===== src/rtl/mmio_timer_bank.sv =====
// mmio_timer_bank: memory-mapped bank of NUM_TIMERS independent compare timers
// on the vproc data-memory port. Each channel has CTRL/COMPARE/COUNT/STATUS
// words at BASE_ADDR + 4*c + {0,1,2,3}.
// Optional feature macro: TIMER_IRQ_EN (adds timer_irq_o and CTRL.IRQ_EN).
//
// Bus handshake: a request is a single-cycle pulse on vproc_mem_req_o sampled
// at a rising edge; exactly one cycle later vproc_mem_rvalid_i pulses for one
// cycle with rdata/err valid. There is no backpressure, so requests may be
// issued on consecutive cycles. Writes take effect on the sampling edge and
// reads return the register contents from before that edge.
module mmio_timer_bank #(
  parameter int          NUM_TIMERS    = 4,
  parameter int          COUNTER_WIDTH = 32,
  parameter logic [31:0] BASE_ADDR     = 32'h0000_0115
) (
  input  logic        clk,
  input  logic        rst,
  input  logic        vproc_mem_req_o,
  input  logic [31:0] vproc_mem_addr_o,
  input  logic        vproc_mem_we_o,
  input  logic [3:0]  vproc_mem_be_o,
  input  logic [31:0] vproc_mem_wdata_o,
  output logic        vproc_mem_rvalid_i,
  output logic        vproc_mem_err_i,
  output logic [31:0] vproc_mem_rdata_i
`ifdef TIMER_IRQ_EN
  ,
  output logic [NUM_TIMERS-1:0] timer_irq_o
`endif
);

  localparam int              CW   = COUNTER_WIDTH;
  localparam logic [31:0]     SPAN = 32'(4 * NUM_TIMERS);
  localparam logic [CW-1:0]   ONE  = CW'(1);

  // Bus decode
  logic [31:0] w_off;
  logic        w_hit;
  logic [3:0]  w_ch;
  logic [1:0]  w_reg;
  logic        w_wr;
  logic [31:0] w_mask;
  logic [31:0] w_rdata;

  assign w_off = vproc_mem_addr_o - BASE_ADDR;
  assign w_hit = (vproc_mem_addr_o >= BASE_ADDR) && (w_off < SPAN);
  assign w_ch  = w_off[5:2];
  assign w_reg = w_off[1:0];
  // A write with no byte lanes enabled is a complete no-op, side effects included.
  assign w_wr  = vproc_mem_req_o && vproc_mem_we_o && w_hit && (vproc_mem_be_o != 4'b0000);

  // Channel state
  logic [NUM_TIMERS-1:0] r_en, r_per, r_fired;
  logic [NUM_TIMERS-1:0] w_en_n, w_per_n, w_fired_n, w_expire;
  logic [CW-1:0]         r_cmp   [NUM_TIMERS];
  logic [CW-1:0]         r_cnt   [NUM_TIMERS];
  logic [CW-1:0]         w_cmp_n [NUM_TIMERS];
  logic [CW-1:0]         w_cnt_n [NUM_TIMERS];
`ifdef TIMER_IRQ_EN
  logic [NUM_TIMERS-1:0] r_irq_en, w_irq_en_n, r_irq;
`endif

  // Response registers
  logic        r_rvalid;
  logic        r_err;
  logic [31:0] r_rdata;

  // Merge write data into an old register value lane by lane, then truncate.
  function automatic logic [CW-1:0] f_merge(input logic [CW-1:0] old,
                                            input logic [31:0] wd,
                                            input logic [31:0] mask);
    return CW'((32'(old) & ~mask) | (wd & mask));
  endfunction

  // Expand byte enables into a bit mask
  always_comb begin
    w_mask = '0;
    for (int b = 0; b < 4; b++) w_mask[8*b +: 8] = {8{vproc_mem_be_o[b]}};
  end

  // Detect the edge on which each running channel reaches its compare value
  always_comb begin
    for (int c = 0; c < NUM_TIMERS; c++)
      w_expire[c] = r_en[c] && (r_cmp[c] != '0) && ((r_cnt[c] + ONE) == r_cmp[c]);
  end

  // Next-state: counting first, then bus writes override the written register
  always_comb begin
    for (int c = 0; c < NUM_TIMERS; c++) begin
      w_en_n[c]    = r_en[c];
      w_per_n[c]   = r_per[c];
      w_fired_n[c] = r_fired[c];
      w_cmp_n[c]   = r_cmp[c];
      w_cnt_n[c]   = r_cnt[c];
`ifdef TIMER_IRQ_EN
      w_irq_en_n[c] = r_irq_en[c];
`endif
      if (r_en[c] && (r_cmp[c] != '0)) begin
        if (w_expire[c]) begin
          w_fired_n[c] = 1'b1;
          if (r_per[c]) begin
            w_cnt_n[c] = '0;
          end else begin
            w_cnt_n[c] = r_cmp[c];
            w_en_n[c]  = 1'b0;
          end
        end else begin
          w_cnt_n[c] = r_cnt[c] + ONE;
        end
      end
      if (w_wr && (w_ch == 4'(c))) begin
        case (w_reg)
          2'd0: begin
            if (vproc_mem_be_o[0]) begin
              w_en_n[c]  = vproc_mem_wdata_o[0];
              w_per_n[c] = vproc_mem_wdata_o[1];
`ifdef TIMER_IRQ_EN
              w_irq_en_n[c] = vproc_mem_wdata_o[2];
`endif
            end
          end
          2'd1: begin
            w_cmp_n[c]   = f_merge(r_cmp[c], vproc_mem_wdata_o, w_mask);
            w_cnt_n[c]   = '0;
            w_fired_n[c] = 1'b0;
          end
          2'd2: w_cnt_n[c] = f_merge(r_cnt[c], vproc_mem_wdata_o, w_mask);
          default: begin
            // An expiry on the same edge keeps FIRED set.
            if (vproc_mem_wdata_o[0] && !w_expire[c]) w_fired_n[c] = 1'b0;
          end
        endcase
      end
    end
  end

  // Read mux over pre-edge register contents
  always_comb begin
    w_rdata = '0;
    for (int c = 0; c < NUM_TIMERS; c++) begin
      if (w_ch == 4'(c)) begin
        case (w_reg)
`ifdef TIMER_IRQ_EN
          2'd0:    w_rdata = {29'd0, r_irq_en[c], r_per[c], r_en[c]};
`else
          2'd0:    w_rdata = {29'd0, 1'b0, r_per[c], r_en[c]};
`endif
          2'd1:    w_rdata = 32'(r_cmp[c]);
          2'd2:    w_rdata = 32'(r_cnt[c]);
          default: w_rdata = {31'd0, r_fired[c]};
        endcase
      end
    end
  end

  // Channel registers
  always_ff @(posedge clk or negedge rst) begin
    if (!rst) begin
      r_en    <= '0;
      r_per   <= '0;
      r_fired <= '0;
      for (int c = 0; c < NUM_TIMERS; c++) begin
        r_cmp[c] <= '0;
        r_cnt[c] <= '0;
      end
`ifdef TIMER_IRQ_EN
      r_irq_en <= '0;
      r_irq    <= '0;
`endif
    end else begin
      r_en    <= w_en_n;
      r_per   <= w_per_n;
      r_fired <= w_fired_n;
      for (int c = 0; c < NUM_TIMERS; c++) begin
        r_cmp[c] <= w_cmp_n[c];
        r_cnt[c] <= w_cnt_n[c];
      end
`ifdef TIMER_IRQ_EN
      r_irq_en <= w_irq_en_n;
      r_irq    <= w_fired_n & w_irq_en_n;
`endif
    end
  end

  // Bus response: one-cycle rvalid, error for out-of-window addresses
  always_ff @(posedge clk or negedge rst) begin
    if (!rst) begin
      r_rvalid <= 1'b0;
      r_err    <= 1'b0;
      r_rdata  <= '0;
    end else begin
      r_rvalid <= vproc_mem_req_o;
      r_err    <= vproc_mem_req_o && !w_hit;
      r_rdata  <= (vproc_mem_req_o && !vproc_mem_we_o && w_hit) ? w_rdata : '0;
    end
  end

  assign vproc_mem_rvalid_i = r_rvalid;
  assign vproc_mem_err_i    = r_err;
  assign vproc_mem_rdata_i  = r_rdata;
`ifdef TIMER_IRQ_EN
  assign timer_irq_o        = r_irq;
`endif

endmodule


===== config.mk =====
export PLATFORM = sky130hd
export DESIGN_NAME = mmio_timer_bank
export DESIGN_NICKNAME = d
export VERILOG_FILES = /design/src/rtl/mmio_timer_bank.sv
export SDC_FILE = /design/constraint.sdc
export NUM_CORES = 1
export LEC_CHECK = 0
export CAP_MARGIN = 20
export CELL_PAD_IN_SITES_DETAIL_PLACEMENT = 1
export CELL_PAD_IN_SITES_GLOBAL_PLACEMENT = 1
export CORE_MARGIN = 1
export CORE_UTILIZATION = 50
export CTS_CLUSTER_SIZE = 16
export DETAILED_ROUTE_END_ITERATION = 8
export DONT_BUFFER_PORTS = 1
export MAX_ROUTING_LAYER = met4
export PLACE_DENSITY = 0.79
export SYNTH_ARGS = -nofsm -noshare
export SYNTH_HDL_FRONTEND = slang
export SYNTH_SLANG_ARGS = --single-unit

===== constraint.sdc =====
create_clock -name clk -period 5.2 [get_ports clk]
set_input_delay 0.78 -clock clk [delete_from_list [all_inputs] [get_ports clk]]
set_output_delay 0.78 -clock clk [all_outputs]
set_load 0.005 [all_outputs]

==> metrics.txt <==
post-route clock period utilization 93.0%; Die Area 47500 sq um; CTS Buf Count 38; Final Net Count 2693; Post-synth top cells dfrtp_1 (302), nand2_1 (213), nor2_1 (177); initial antenna violation count 7; final WL 115000 um; Core Rows 78; area fraction of the dominant cell type after synthesis 32.4%; Final Critical Period 4.84 ns; Netlist Area Pre-Place 23300 sq um; DRT Pass-1 Iters 6; Clock transition at path regs 0.06 ns; Post-Syn Area per Cell 8.65 sq um; final hold slack -0.100 ns; Die Ht 218 um; Worst R2R Start r_cnt[2]$_DFF_PN0_; Post-DP HPWL 83500 um; gr usage total 49.2%; violated checks negative hold slack; H-tree Lvls 2; port bufs 0; chip width 218 um; worst-case reg-to-reg path depth 12; WS Path Type reg -> reg; RSZ-0062 raised after global routing no; Mapped Cells 2693; GR Overflow Total 0; pre-CTS setup slack 0.152 ns; DRT iter0 DRCs 3862; Pleak 0.0101 uW; EDFF count, synth 0; worst r2r dst r_cnt[24]$_DFF_PN0_; power per cell area 209 nW/um^2; Slew Viols, Final 0; worst-margin pin slew 1.20 ns; FFs w/ async S/R, synth 100%; critical path endpoint category register; CP required 5.70 ns; #FFs+latches synth 302; area leader, netlist dfrtp_1; startpoint types register; clock latency on the worst-skew pair 0.59 ns; setup bufs post-CTS 0; Primary FF master, synth dfrtp_1; Final Hold Vio Count 145; Clock Skew 0.0178 ns; largest net degree at the start of global routing 303; detailed-route via count 24700; Initial Util 51.0%; io pins 106; peak supply drop 0.251 mV; post-DR vias/cell 7.57; worst relative slew slack 19.5%; max-cap violations 0; Mapped Nets 2769; Syn. warnings 0; Synth cell types 92; WL per Instance 35.2 um; Max clock buf depth 3; Core Region 45700 sq um; top cells by area, synth dfrtp_1 (32%), mux2i_1 (6.7%), mux2_2 (6.3%); Highest Clock Rate 207 MHz; Seq/Total Area, Yosys 32.4%; Clock Sinks 302; Area Overhead vs Synth 8.32%; drt drc 0; root buffer cell clkbuf_16; flop-to-flop setup slack 0.36 ns; first-pass GRT wire length 166000 um; worst-path fanout max 12; setup_tns 0 ns; vias in the first global route 23800; post-cts resize count 0; RePlAce Congestion 1.05; most frequent cell after synthesis dfrtp_1; Worst Path Arrival 5.34 ns; CTS tree done; status finished with violations; share of cells above drive strength 1 12.4%; fin worst setup slack 0.362 ns; antenna viol nets, final 0; final setup fails 0; HP Class in -> async
==> cells in the final DEF, fill, tap and decap left out, drive strengths merged, types with 9 or more instances in the layout <==
cell | netlist | routed
nand4 | 82 | 82
a31oi | 22 | 22
nand3b | 9 | 9
xnor2 | 110 | 110
xnor3 | 11 | 11
a221o | 28 | 28
or4 | 16 | 16
nor3 | 68 | 68
o211ai | 17 | 17
a21o | 9 | 9
buf | 48 | 97
a21oi | 107 | 107
dfrtp | 302 | 302
and3 | 41 | 41
nor4 | 87 | 87
inv | 40 | 40
nor3b | 18 | 18
a211oi | 15 | 15
a211o | 16 | 16
nand3 | 123 | 123
diode | 0 | 15
nand2b | 39 | 39
clkbuf | 165 | 54
a2111oi | 9 | 9
a31o | 12 | 12
o31a | 10 | 10
and4 | 29 | 29
mux2i | 157 | 157
o21ai | 143 | 143
o31ai | 17 | 17
nand2 | 214 | 214
mux2 | 131 | 131
and2 | 32 | 32
or3 | 10 | 10
o22ai | 85 | 85
nor2b | 25 | 25
xor2 | 64 | 64
a22oi | 75 | 75
nor2 | 179 | 179
==> worst max-delay path by stage <==
stage / slack (ns) / depth (start not counted) / to / start
finish: 0.36 / 12 / r_cnt[24]$_DFF_PN0_ / r_cnt[2]$_DFF_PN0_
global route: 0.04 / 12 / r_cnt[11]$_DFF_PN0_ / r_cnt[3]$_DFF_PN0_
CTS: 0.61 / 12 / r_cnt[24]$_DFF_PN0_ / r_cnt[2]$_DFF_PN0_
detailed placement: 0.15 / 9 / r_cnt[70]$_DFF_PN0_ / vproc_mem_addr_o[24]
global placement: 0.37 / 9 / r_cnt[67]$_DFF_PN0_ / vproc_mem_addr_o[24]
floorplan: 1.15 / 10 / r_cnt[106]$_DFF_PN0_ / vproc_mem_addr_o[24]
==> kinds of logic (layout without fill, tap and decap cells) <==
kind of cell | Yosys count | after routing | share of synthesized area (%)
other | 0 | 15 | 0
multiplexers | 292 | 292 | 13.5
AO/OA/AOI/OAI | 656 | 656 | 19.0
adder cells (fa/ha/maj) | 4 | 4 | 0.215
XOR/XNOR | 187 | 187 | 7.81
AND/OR/NAND/NOR | 997 | 997 | 22.6
flip-flops | 302 | 302 | 32.4
buffers and inverters | 255 | 203 | 4.49
==> final cells by class <==
cell class	instances	area, sq um
clock buffer	54	1120
sequential	302	7560
fill	5277	20400
inverter	42	158
clock inverter	10	128
antenna	15	37.5
multi-input combinational	2136	14700
timing repair buffer	97	753
tap	600	751
==> per-layer routing <==
| layer | track usage, % | wire (um) | vias to the layer above |
|---|---|---|---|
| li1 | - | - | 10000 |
| met2 | 67.6 | 46800 | 1817 |
| met1 | 65.6 | 46300 | 12400 |
| met3 | 14.4 | 14900 | 393 |
| met5 | - | 0 | - |
| met4 | 23.6 | 6540 | 0 |
==> per-stage QoR <==
stage               total power [uW]  cells  area (sq um)  util [%]  hold slack (ns)
floorplan                       2510   2693         23300         -            0.484
global placement                2530   3177         23900      52.4            0.490
detailed placement              2530   3177         23900      52.4            0.491
CTS                             5270   3241         25200      55.2           -0.104
global route                    5360   3251         25200      55.2          -0.0959
finish                          5280   3256         25200      55.2           -0.100
==> worst max-delay path, cell delays in order, from the launching register on <==
cell and delay, ns:
dfrtp_1 0.57, nand4_1 0.36, nor4_1 0.96, nand4_1 0.32, xnor2_1 0.22, a2111oi_0 0.40, nand4_1 0.18, or4_1 0.79
buf_4 0.26, nor3_1 0.25, buf_4 0.22, a222oi_1 0.11, o21ai_0 0.11
==> power by group <==
group | internal, uW | leakage (uW) | switching (uW)
clock | 1650 | 0.000617 | 1140
sequential | 2350 | 0.00390 | 0.459
combinational | 50.5 | 0.00562 | 93.5
total | 4050 | 0.0101 | 1240
Power figures use the tool's default switching activity.
